<file path="src/rtl/mem_stage_pkg.sv">
// Shared definitions for the MEM pipeline stage: memory-op encodings,
// exception codes, reset PC, stage state and the latched payload layout.
package mem_stage_pkg;

   localparam logic [31:0] PC_RESET_DEFAULT = 32'h1c000000;

   localparam logic [3:0] MEM_OP_NONE = 4'b0000;
   localparam logic [3:0] MEM_OP_LD_B  = 4'b1000;
   localparam logic [3:0] MEM_OP_LD_H  = 4'b1001;
   localparam logic [3:0] MEM_OP_LD_W  = 4'b1010;
   localparam logic [3:0] MEM_OP_LD_BU = 4'b1100;
   localparam logic [3:0] MEM_OP_LD_HU = 4'b1101;
   localparam logic [3:0] MEM_OP_ST_B  = 4'b0001;
   localparam logic [3:0] MEM_OP_ST_H  = 4'b0010;
   localparam logic [3:0] MEM_OP_ST_W  = 4'b0011;

   localparam logic [5:0] ECODE_SYS = 6'h0B;
   localparam logic [5:0] ECODE_ALE = 6'h09;

   typedef enum logic {
      ST_EMPTY = 1'b0,
      ST_FULL  = 1'b1
   } ms_state_e;

   typedef struct packed {
      logic [31:0] pc;
      logic [31:0] addr;
      logic [3:0]  rf_we;
      logic [4:0]  rf_waddr;
      logic [31:0] rf_wdata;
      logic [3:0]  csr_we;
      logic [13:0] csr_num;
      logic [31:0] csr_wdata;
      logic        ertn;
      logic        syscall;
      logic        ale;
   } ms_payload_t;

   // Misalignment rule: halfword ops need addr[0]=0, word ops need addr[1:0]=0.
   // Byte ops, "none" and unassigned codes never fault.
   function automatic logic ale_of(input logic [3:0] mem_op, input logic [1:0] addr_lo);
      logic ale;
      ale = 1'b0;
      case (mem_op)
         MEM_OP_LD_H, MEM_OP_LD_HU, MEM_OP_ST_H: ale = addr_lo[0];
         MEM_OP_LD_W, MEM_OP_ST_W:               ale = |addr_lo;
         MEM_OP_LD_B, MEM_OP_LD_BU, MEM_OP_ST_B,
         MEM_OP_NONE:                            ale = 1'b0;
         default:                                ale = 1'b0;
      endcase
      return ale;
   endfunction

endpackage

</file>
<file path="src/rtl/mem_stage_if.sv">
// Execute-to-memory stage bus: valid-qualified instruction payload forward,
// allow_in back. The execute side is the master.
interface mem_stage_if;
   logic        es_to_ms_valid;
   logic        ms_allow_in;
   logic [31:0] es_pc;
   logic [3:0]  es_mem_op;
   logic [31:0] es_sram_addr;
   logic [3:0]  es_rf_we;
   logic [4:0]  es_rf_waddr;
   logic [31:0] es_rf_wdata;
   logic [3:0]  es_csr_we;
   logic [13:0] es_csr_num;
   logic [31:0] es_csr_wdata;
   logic        es_ertn;
   logic        es_syscall;
   logic [14:0] es_syscall_code;

   modport master (
      output es_to_ms_valid, es_pc, es_mem_op, es_sram_addr, es_rf_we, es_rf_waddr,
             es_rf_wdata, es_csr_we, es_csr_num, es_csr_wdata, es_ertn, es_syscall,
             es_syscall_code,
      input  ms_allow_in
   );

   // The syscall code is not needed to commit SYS (its subcode is always 0),
   // so the memory stage does not listen to it.
   modport slave (
      input  es_to_ms_valid, es_pc, es_mem_op, es_sram_addr, es_rf_we, es_rf_waddr,
             es_rf_wdata, es_csr_we, es_csr_num, es_csr_wdata, es_ertn, es_syscall,
      output ms_allow_in
   );
endinterface

</file>
<file path="src/rtl/mem_stage_ale_check.sv">
// Address-misalignment detector: memory op plus low address bits to ALE flag.
module mem_stage_ale_check
   import mem_stage_pkg::*;
(
   input  logic [3:0] mem_op,
   input  logic [1:0] addr_lo,
   output logic       ale
);

   assign ale = ale_of(mem_op, addr_lo);

endmodule

</file>
<file path="src/rtl/mem_stage.sv">
// MEM pipeline stage: one-entry valid-qualified payload register, ALE detect,
// precise exception / ERTN commit pulses with flush, and forwarding bus.
module mem_stage
   import mem_stage_pkg::*;
#(
   parameter logic [31:0] PC_RESET = PC_RESET_DEFAULT
) (
   input  logic            clk,
   input  logic            reset,
   mem_stage_if.slave      es_bus,
   input  logic            ws_allow_in,
   output logic            ms_to_ws_valid,
   output logic [31:0]     ms_pc,
   output logic [3:0]      ms_rf_we,
   output logic [4:0]      ms_rf_waddr,
   output logic [31:0]     ms_rf_wdata,
   output logic [3:0]      ms_csr_we,
   output logic [13:0]     ms_csr_num,
   output logic [31:0]     ms_csr_wdata,
   output logic            fwd_valid,
   output logic [4:0]      fwd_waddr,
   output logic [31:0]     fwd_wdata,
   output logic            ex_valid,
   output logic [5:0]      ex_ecode,
   output logic [8:0]      ex_esubcode,
   output logic [31:0]     ex_pc,
   output logic [31:0]     ex_badv,
   output logic            ertn_valid,
   output logic            ex_flush
);

   localparam ms_payload_t PAYLOAD_RST = '{pc: PC_RESET, default: '0};

   ms_state_e   state_reg, state_next;
   ms_payload_t payload_reg, payload_next;

   logic ms_valid;
   logic ms_allow_in;
   logic exc;
   logic kill;
   logic leave;
   logic es_ale;

   mem_stage_ale_check u_ale_check (
      .mem_op  (es_bus.es_mem_op),
      .addr_lo (es_bus.es_sram_addr[1:0]),
      .ale     (es_ale)
   );

   assign ms_valid    = (state_reg == ST_FULL);
   assign ms_allow_in = !ms_valid || ws_allow_in;
   assign exc         = payload_reg.ale || payload_reg.syscall;
   assign kill        = exc || payload_reg.ertn;
   assign leave       = ms_valid && ws_allow_in;
   assign ex_valid    = leave && exc;
   assign ertn_valid  = leave && payload_reg.ertn;
   assign ex_flush    = ex_valid || ertn_valid;

   assign es_bus.ms_allow_in = ms_allow_in;

   // State register and payload capture.
   always_ff @(posedge clk) begin
      if (reset) begin
         state_reg   <= ST_EMPTY;
         payload_reg <= PAYLOAD_RST;
      end else begin
         state_reg   <= state_next;
         payload_reg <= payload_next;
      end
   end

   // Next state: a commit flush empties the stage and drops the arriving
   // instruction; otherwise accept whenever allowed, holding payload when idle.
   always_comb begin
      state_next   = state_reg;
      payload_next = payload_reg;
      if (ex_flush) begin
         state_next = ST_EMPTY;
      end else if (ms_allow_in) begin
         if (es_bus.es_to_ms_valid) begin
            state_next             = ST_FULL;
            payload_next.pc        = es_bus.es_pc;
            payload_next.addr      = es_bus.es_sram_addr;
            payload_next.rf_we     = es_bus.es_rf_we;
            payload_next.rf_waddr  = es_bus.es_rf_waddr;
            payload_next.rf_wdata  = es_bus.es_rf_wdata;
            payload_next.csr_we    = es_bus.es_csr_we;
            payload_next.csr_num   = es_bus.es_csr_num;
            payload_next.csr_wdata = es_bus.es_csr_wdata;
            payload_next.ertn      = es_bus.es_ertn;
            payload_next.syscall   = es_bus.es_syscall;
            payload_next.ale       = es_ale;
         end else begin
            state_next = ST_EMPTY;
         end
      end
   end

   // Payload outputs; an excepting or ERTN instruction must not write GPRs/CSRs
   // but still travels to write-back so the slot retires.
   always_comb begin
      ms_to_ws_valid = ms_valid;
      ms_pc          = payload_reg.pc;
      ms_rf_waddr    = payload_reg.rf_waddr;
      ms_rf_wdata    = payload_reg.rf_wdata;
      ms_csr_num     = payload_reg.csr_num;
      ms_csr_wdata   = payload_reg.csr_wdata;
      ms_rf_we       = payload_reg.rf_we;
      ms_csr_we      = payload_reg.csr_we;
      if (ms_valid && kill) begin
         ms_rf_we  = 4'd0;
         ms_csr_we = 4'd0;
      end
      fwd_valid = ms_valid && (|payload_reg.rf_we) && !kill;
      fwd_waddr = payload_reg.rf_waddr;
      fwd_wdata = payload_reg.rf_wdata;
   end

   // Exception fields, held at zero outside the commit pulse; ALE outranks SYS.
   always_comb begin
      ex_ecode    = 6'd0;
      ex_esubcode = 9'd0;
      ex_pc       = 32'd0;
      ex_badv     = 32'd0;
      if (ex_valid) begin
         ex_ecode = payload_reg.ale ? ECODE_ALE : ECODE_SYS;
         ex_pc    = payload_reg.pc;
         ex_badv  = payload_reg.ale ? payload_reg.addr : 32'd0;
      end
   end

endmodule

</file>
<file path="src/flat_wrapper.sv">
// flat-port wrapper written by rule: the top's interface ports become plain ports
module mem_stage_flat import mem_stage_pkg::*;
#(
   parameter logic [31:0] PC_RESET = PC_RESET_DEFAULT
)
  (clk, reset, ws_allow_in, ms_to_ws_valid, ms_pc, ms_rf_we, ms_rf_waddr, ms_rf_wdata, ms_csr_we, ms_csr_num, ms_csr_wdata, fwd_valid, fwd_waddr, fwd_wdata, ex_valid, ex_ecode, ex_esubcode, ex_pc, ex_badv, ertn_valid, ex_flush, es_bus_es_to_ms_valid, es_bus_es_pc, es_bus_es_mem_op, es_bus_es_sram_addr, es_bus_es_rf_we, es_bus_es_rf_waddr, es_bus_es_rf_wdata, es_bus_es_csr_we, es_bus_es_csr_num, es_bus_es_csr_wdata, es_bus_es_ertn, es_bus_es_syscall, es_bus_ms_allow_in);
  mem_stage_if es_bus_i ();
  input  logic clk;
  input  logic reset;
  input  logic ws_allow_in;
  output logic ms_to_ws_valid;
  output logic [31:0] ms_pc;
  output logic [3:0] ms_rf_we;
  output logic [4:0] ms_rf_waddr;
  output logic [31:0] ms_rf_wdata;
  output logic [3:0] ms_csr_we;
  output logic [13:0] ms_csr_num;
  output logic [31:0] ms_csr_wdata;
  output logic fwd_valid;
  output logic [4:0] fwd_waddr;
  output logic [31:0] fwd_wdata;
  output logic ex_valid;
  output logic [5:0] ex_ecode;
  output logic [8:0] ex_esubcode;
  output logic [31:0] ex_pc;
  output logic [31:0] ex_badv;
  output logic ertn_valid;
  output logic ex_flush;
  input wire logic [$bits(es_bus_i.es_to_ms_valid)-1:0] es_bus_es_to_ms_valid;
  input wire logic [$bits(es_bus_i.es_pc)-1:0] es_bus_es_pc;
  input wire logic [$bits(es_bus_i.es_mem_op)-1:0] es_bus_es_mem_op;
  input wire logic [$bits(es_bus_i.es_sram_addr)-1:0] es_bus_es_sram_addr;
  input wire logic [$bits(es_bus_i.es_rf_we)-1:0] es_bus_es_rf_we;
  input wire logic [$bits(es_bus_i.es_rf_waddr)-1:0] es_bus_es_rf_waddr;
  input wire logic [$bits(es_bus_i.es_rf_wdata)-1:0] es_bus_es_rf_wdata;
  input wire logic [$bits(es_bus_i.es_csr_we)-1:0] es_bus_es_csr_we;
  input wire logic [$bits(es_bus_i.es_csr_num)-1:0] es_bus_es_csr_num;
  input wire logic [$bits(es_bus_i.es_csr_wdata)-1:0] es_bus_es_csr_wdata;
  input wire logic [$bits(es_bus_i.es_ertn)-1:0] es_bus_es_ertn;
  input wire logic [$bits(es_bus_i.es_syscall)-1:0] es_bus_es_syscall;
  output wire logic [$bits(es_bus_i.ms_allow_in)-1:0] es_bus_ms_allow_in;
  assign es_bus_i.es_to_ms_valid = es_bus_es_to_ms_valid;
  assign es_bus_i.es_pc = es_bus_es_pc;
  assign es_bus_i.es_mem_op = es_bus_es_mem_op;
  assign es_bus_i.es_sram_addr = es_bus_es_sram_addr;
  assign es_bus_i.es_rf_we = es_bus_es_rf_we;
  assign es_bus_i.es_rf_waddr = es_bus_es_rf_waddr;
  assign es_bus_i.es_rf_wdata = es_bus_es_rf_wdata;
  assign es_bus_i.es_csr_we = es_bus_es_csr_we;
  assign es_bus_i.es_csr_num = es_bus_es_csr_num;
  assign es_bus_i.es_csr_wdata = es_bus_es_csr_wdata;
  assign es_bus_i.es_ertn = es_bus_es_ertn;
  assign es_bus_i.es_syscall = es_bus_es_syscall;
  assign es_bus_ms_allow_in = es_bus_i.ms_allow_in;
  mem_stage #(.PC_RESET(PC_RESET)) u_core (.clk(clk), .reset(reset), .es_bus(es_bus_i), .ws_allow_in(ws_allow_in), .ms_to_ws_valid(ms_to_ws_valid), .ms_pc(ms_pc), .ms_rf_we(ms_rf_we), .ms_rf_waddr(ms_rf_waddr), .ms_rf_wdata(ms_rf_wdata), .ms_csr_we(ms_csr_we), .ms_csr_num(ms_csr_num), .ms_csr_wdata(ms_csr_wdata), .fwd_valid(fwd_valid), .fwd_waddr(fwd_waddr), .fwd_wdata(fwd_wdata), .ex_valid(ex_valid), .ex_ecode(ex_ecode), .ex_esubcode(ex_esubcode), .ex_pc(ex_pc), .ex_badv(ex_badv), .ertn_valid(ertn_valid), .ex_flush(ex_flush));
endmodule
</file>
<file path="config.mk">
export PLATFORM = sky130hd
export DESIGN_NAME = mem_stage_flat
export DESIGN_NICKNAME = d
export VERILOG_FILES = /design/src/rtl/mem_stage_pkg.sv /design/src/rtl/mem_stage_if.sv /design/src/rtl/mem_stage_ale_check.sv /design/src/rtl/mem_stage.sv /design/src/flat_wrapper.sv
export SDC_FILE = /design/constraint.sdc
export NUM_CORES = 1
export LEC_CHECK = 0
export ABC_AREA = 1
export CORE_AREA = 4 4 156 158
export CTS_CLUSTER_SIZE = 16
export DETAILED_ROUTE_END_ITERATION = 8
export DIE_AREA = 0 0 160 162
export HOLD_SLACK_MARGIN = 0.05
export PLACE_DENSITY = 0.76
export RECOVER_POWER = 25
export SLEW_MARGIN = 20
export SYNTH_ARGS = -nofsm -noshare
export SYNTH_HDL_FRONTEND = slang
export SYNTH_SLANG_ARGS = --single-unit
</file>
<file path="constraint.sdc">
create_clock -name clk -period 2.7 [get_ports clk]
set_clock_uncertainty 0.2 [all_clocks]
set_input_delay 0.54 -clock clk [delete_from_list [all_inputs] [get_ports clk]]
set_output_delay 0.54 -clock clk [all_outputs]
set_load 0.01 [all_outputs]
</file>
* Word-level counts from Yosys, hierarchy flattened
Index checks and enable logic that the tools add are counted.
Operators by class: add/sub/neg operators 0, multipliers 0, divide/modulo/power cells 0, magnitude comparators 0, equal/unequal tests 5, shift operators 0, mux-type cells 9, bitwise gates (word level) 1, reduce and logical (&&, ||, !) cells 18
Operators by type and width (number):
- $mux 32 | 3
- $eq 4x4->1 const B | 3
- $eq 4x2->1 const B | 2
- $mux 4 | 2
- $logic_and 1x1->1 | 6
- $mux 6 | 1
- $reduce_or 2->1 | 3
- $logic_or 1x1->1 | 4
- $reduce_or 4->1 | 1
- $reduce_and 3->1 | 1
- $reduce_or 3->1 | 1
- $logic_not 1->1 | 2
- $mux 2 | 1
- $pmux 1 s2 | 1
- $mux 1 | 1
- $not 1->1 | 1
Storage, ports and cells: bits in registers 159, latch bits 0, bits in writable memories 0, ROM bits 0, input bits 165, output and inout port bits 245, logic and storage cells 45, memories kept 0

* Depth between registers and ports, before layout
depth in word-level cells 5, gate-level depth with buffers 10, mapped depth without buffers 8

* By module
Synthesis repeated with hierarchy kept, for this count alone.
Unflattened totals: cell total of the unflattened synthesis 1386, area, all modules 9034.9 um^2
By module, submodules not included:
- mem_stage | instances 1, cells each 1372, area each 8982.4 um^2, seq. area each 3183.1 um^2
- mem_stage_ale_check | instances 1, cells each 14, area each 52.6 um^2, seq. area each 0.0 um^2

* Worst setup path after synthesis
OpenSTA, ideal clock, no wires.
path kind input-to-output, from in ws_allow_in, to out ex_ecode[0], data arrival time 1552 ps, data required time 1960 ps, setup slack 408 ps, stages 6, buffers on the path 2, path through nand2_1 -> inv_1 -> o21ai_1 -> clkbuf_1 -> inv_1 -> buf_4
Between the ends: cells in the longest elaborated chain, start to end 3
RTL lines:
- start, declared | RTL line flat_wrapper.sv:10 | input logic ws_allow_in;
- $logic_and 1x1->1 | RTL line mem_stage.sv:54 | assign leave = ms_valid && ws_allow_in;
- $logic_and 1x1->1 | RTL line mem_stage.sv:55 | assign ex_valid = leave && exc;
- net ex_valid | RTL line flat_wrapper.sv:22 | output logic ex_valid;
- $mux 6 | RTL line mem_stage.sv:125 | if (ex_valid) begin
- end, declared | RTL line flat_wrapper.sv:23 | output logic [5:0] ex_ecode;
The timed path passes the listed nets, and every way through them passes these cells.

* Worst setup path after layout
from in ws_allow_in, to out ex_pc[4]
Between the ends: cells in the longest elaborated chain, start to end 3
RTL lines:
- $logic_and 1x1->1 | RTL line mem_stage.sv:54
- $logic_and 1x1->1 | RTL line mem_stage.sv:55
- $mux 32 | RTL line mem_stage.sv:125
- end, declared | RTL line flat_wrapper.sv:25 | output logic [31:0] ex_pc;
Every way passes these cells.

==> flow_metrics.env <==
export IMPL_vdd_ir_drop_worst_uv=336
export IMPL_hpwlAfterDp_mm=17.1
export IMPL_layout_nets=1427
export IMPL_first_global_vias=6495
export IMPL_core_area_sq_mm=0.0231
export IMPL_critical_path_peak_fanout=18
export IMPL_final_max_slew_violation_count=0
export IMPL_worst_setup_path_end_kind="primary output"
export IMPL_core_rowCount=56
export IMPL_count_of_yosys_warnings_during_synthesis=0
export IMPL_cts_sinks=159
export IMPL_unrepaired_setup_endpoints_after_global_routing="false"
export IMPL_critical_path_arrival_ns=1.86
export IMPL_clock_latency_ns=0.41
export IMPL_drive_above_1_share_pct=5.02
export IMPL_ant_nets=0
export IMPL_pre_cts_slack_ns=-0.222
export IMPL_port_buffers=397
export IMPL_power_per_cell_area_mw_per_mm2=601
export IMPL_ctsHtreeMaxLevel=4
export IMPL_leakage_uw=0.00479
export IMPL_critPathLaunchType="primary input"
export IMPL_slew_limit_headroom_pct=46.4
export IMPL_areaGrowthSynthToFinish_pct=47.4
export IMPL_number_of_placed_i_o_pins=410
export IMPL_worst_endpoint_required_ns=1.96
export IMPL_final_setup_worst_slack_ns=0.101
export IMPL_gp_congestion=0.808
export IMPL_grt_pass1_wl_mm=34.9
export IMPL_initial_core_utilization_pct=32.3
export IMPL_grt_max_degree=103
export IMPL_detail_route_wirelength_mm=22.7
export IMPL_cp_num_buf_inv=4
export IMPL_tritoncts_clock_tree="built"
export IMPL_yosysUniqueCellTypes=22
export IMPL_criticalPathCategory="in2out"
export IMPL_report_power_total_uw=6620
export IMPL_grt_usage_pct=16.6
export IMPL_worstPathCellList="clkdlybuf4s50_1, nand2_2, inv_2, o21ai_4, buf_12, nor2_1, dlygate4sd2_1"
export IMPL_die_h_um=162
export IMPL_layout_min_cycle_time_ns=2.60
export IMPL_clkTransAtPathRegs_ns=0.06
export IMPL_number_of_antenna_violations_at_the_first_check_in_global_routing=0
export IMPL_drc_violations=0
export IMPL_result_of_the_run="finished clean"
export IMPL_synth_sequential_area_ratio_pct=42.6
export IMPL_achievable_frequency_ghz=0.385
export IMPL_die_w_um=160
export IMPL_cts_inserted_buffers=17
export IMPL_syn_instance_count=1041
export IMPL_cts_max_path_bufs=2
export IMPL_path_delay_family="buffers and inverters"
export IMPL_final_min_period_over_clock_period_pct=96.3
export IMPL_die_area_sq_mm=0.0259
export IMPL_dr_total_vias=6870
export IMPL_placed_cells_incl_taps=1529
export IMPL_synth_avg_cell_area_sq_um=7.18
export IMPL_finalInstanceArea_sq_mm=0.0110
export IMPL_drt_iter0_markers=368
export IMPL_cts_hold_buffers=0
export IMPL_critPathMaxStageDelay_ns=0.50
export IMPL_globalRouteOverflowTotal=0
export IMPL_n_antenna_cell=0
export IMPL_syn_cell_area_sq_mm=0.00747
export IMPL_timing_worst_slew_pin_value_ns=0.805
export IMPL_number_of_setup_violations_in_the_final_report=0
export IMPL_route_detailed_wl_per_inst_um=14.5
export IMPL_detail_routed_via_count_per_cell=4.39
export IMPL_finalNonFillerCells=1564
export IMPL_root_buffer="sky130_fd_sc_hd__clkbuf_16"
export IMPL_worst_path_max_delay_cell="sky130_fd_sc_hd__clkdlybuf4s50_1"
export IMPL_synth_ff_latch_count=159
export IMPL_largest_register_ffs=43
export IMPL_detailed_place_area_sq_mm=0.0105
export IMPL_dr_pass1_iters=5
export IMPL_min_delay_path_class="reg2reg"
export IMPL_timing_max_cap_violations=0
export IMPL_final_hold_violation_count=0
## area by class of cell
class	count	area (sq um)
fill	2331	12100
timing repair buffer	418	4130
sequential	159	3180
multi-input combinational	613	2540
clock buffer	19	433
tap	290	363
inverter	53	206
clock inverter	12	160
## logic make-up (layout without fill, tap and decap cells)
kind of cell           after synthesis  after routing  synth area share (%)
other                                1             12                0.0502
buffers and inverters              280            502                  24.2
flip-flops                         159            159                  42.6
AND/OR/NAND/NOR                    441            441                  22.4
AO/OA/AOI/OAI                      160            160                  10.7
## layout by cell type, fill, tap and decap left out, types with 2 or more instances in the layout
master	netlist	layout
sky130_fd_sc_hd__nor2_1	384	383
sky130_fd_sc_hd__clkdlybuf4s50_1	0	287
sky130_fd_sc_hd__dfxtp_1	159	158
sky130_fd_sc_hd__o21ai_0	154	155
sky130_fd_sc_hd__dlygate4sd2_1	0	72
sky130_fd_sc_hd__inv_1	51	48
sky130_fd_sc_hd__nand2_1	48	47
sky130_fd_sc_hd__dlygate4sd3_1	0	32
sky130_fd_sc_hd__clkbuf_16	0	17
sky130_fd_sc_hd__buf_4	168	13
sky130_fd_sc_hd__conb_1	1	12
sky130_fd_sc_hd__buf_12	0	8
sky130_fd_sc_hd__clkinvlp_4	0	5
sky130_fd_sc_hd__nand3_1	4	4
sky130_fd_sc_hd__inv_6	0	4
sky130_fd_sc_hd__clkdlybuf4s15_1	0	4
sky130_fd_sc_hd__bufinv_16	0	3
sky130_fd_sc_hd__inv_2	1	2
sky130_fd_sc_hd__nand2_2	2	2
sky130_fd_sc_hd__nor2_2	1	2
sky130_fd_sc_hd__a21oi_1	2	2
sky130_fd_sc_hd__clkinv_2	1	2
sky130_fd_sc_hd__clkbuf_1	29	2
sky130_fd_sc_hd__clkbuf_2	9	2
## path summary, 6_finish.rpt
kind	slack, ns	cells after the start	endpoint	startpoint
setup reg to reg	0.62	7	u_core.ms_csr_wdata[14]	u_core.payload_reg[0]
setup / recovery	0.10	7	ex_pc[4]	ws_allow_in
hold / removal	0.28	2	u_core.ms_csr_num[7]	u_core.ms_csr_num[7]
hold reg to reg	0.28	2	u_core.ms_csr_num[7]	u_core.ms_csr_num[7]
## power breakdown
group          total (uW)  switching [uW]  internal [uW]
Combinational        1440             666            770
Sequential           2730             154           2570
Clock                2450             993           1460
Total                6620            1810           4800
## timing repair
action	in CTS	in global routing
resized for setup	83	11
endpoints found under the setup margin	78	21
buffers inserted	3	1
## layer usage
layer | track usage (%) | vias up | share of wire (%)
li1 | - | 3468 | -
met1 | 19.3 | 3103 | 41
met2 | 29.1 | 274 | 49
met3 | 5.35 | 25 | 7.7
met4 | 5.24 | 0 | 2.0
met5 | 0 | - | 0
## synth_stat cells
cell type,count,share of area [%]
sky130_fd_sc_hd__nor2_1,384,19
sky130_fd_sc_hd__buf_4,168,17
sky130_fd_sc_hd__dfxtp_1,159,43
sky130_fd_sc_hd__o21ai_0,154,10
sky130_fd_sc_hd__inv_1,51,2.6
sky130_fd_sc_hd__nand2_1,48,2.4
sky130_fd_sc_hd__clkbuf_1,29,1.5
sky130_fd_sc_hd__buf_6,13,2.0
sky130_fd_sc_hd__clkbuf_2,9,0.60
sky130_fd_sc_hd__buf_2,7,0.47
sky130_fd_sc_hd__nand3_1,4,0.27
sky130_fd_sc_hd__o21ai_1,3,0.20
sky130_fd_sc_hd__a21oi_1,2,0.13
sky130_fd_sc_hd__nand2_2,2,0.17
sky130_fd_sc_hd__a211oi_1,1,0.10
sky130_fd_sc_hd__buf_8,1,0.20
sky130_fd_sc_hd__clkinv_2,1,0.067
sky130_fd_sc_hd__conb_1,1,0.050
sky130_fd_sc_hd__inv_2,1,0.050
sky130_fd_sc_hd__nor2_2,1,0.084
sky130_fd_sc_hd__nor3_1,1,0.067
sky130_fd_sc_hd__nor4_1,1,0.084
## worst reg2reg max path: stages, from the launching register on
cell                      delay (ns)
sky130_fd_sc_hd__dfxtp_2        0.43
sky130_fd_sc_hd__nor2_2         0.08
sky130_fd_sc_hd__nand2_1        0.12
sky130_fd_sc_hd__nand2_2        0.10
sky130_fd_sc_hd__nand2_4        0.09
sky130_fd_sc_hd__buf_4          0.60
sky130_fd_sc_hd__o21ai_0        0.27
sky130_fd_sc_hd__nor2_1         0.13
## stage by stage
step                      TNS, ns  hold slack (ns)  utilization [%]
after floorplan                 0            0.254                -
after global placement      -8.20            0.262             45.3
after detailed placement    -8.38            0.273             45.3
after CTS                       0            0.288             47.6
after global routing            0            0.302             47.7
final                           0            0.278             47.7
Power figures use the tool's default switching activity.
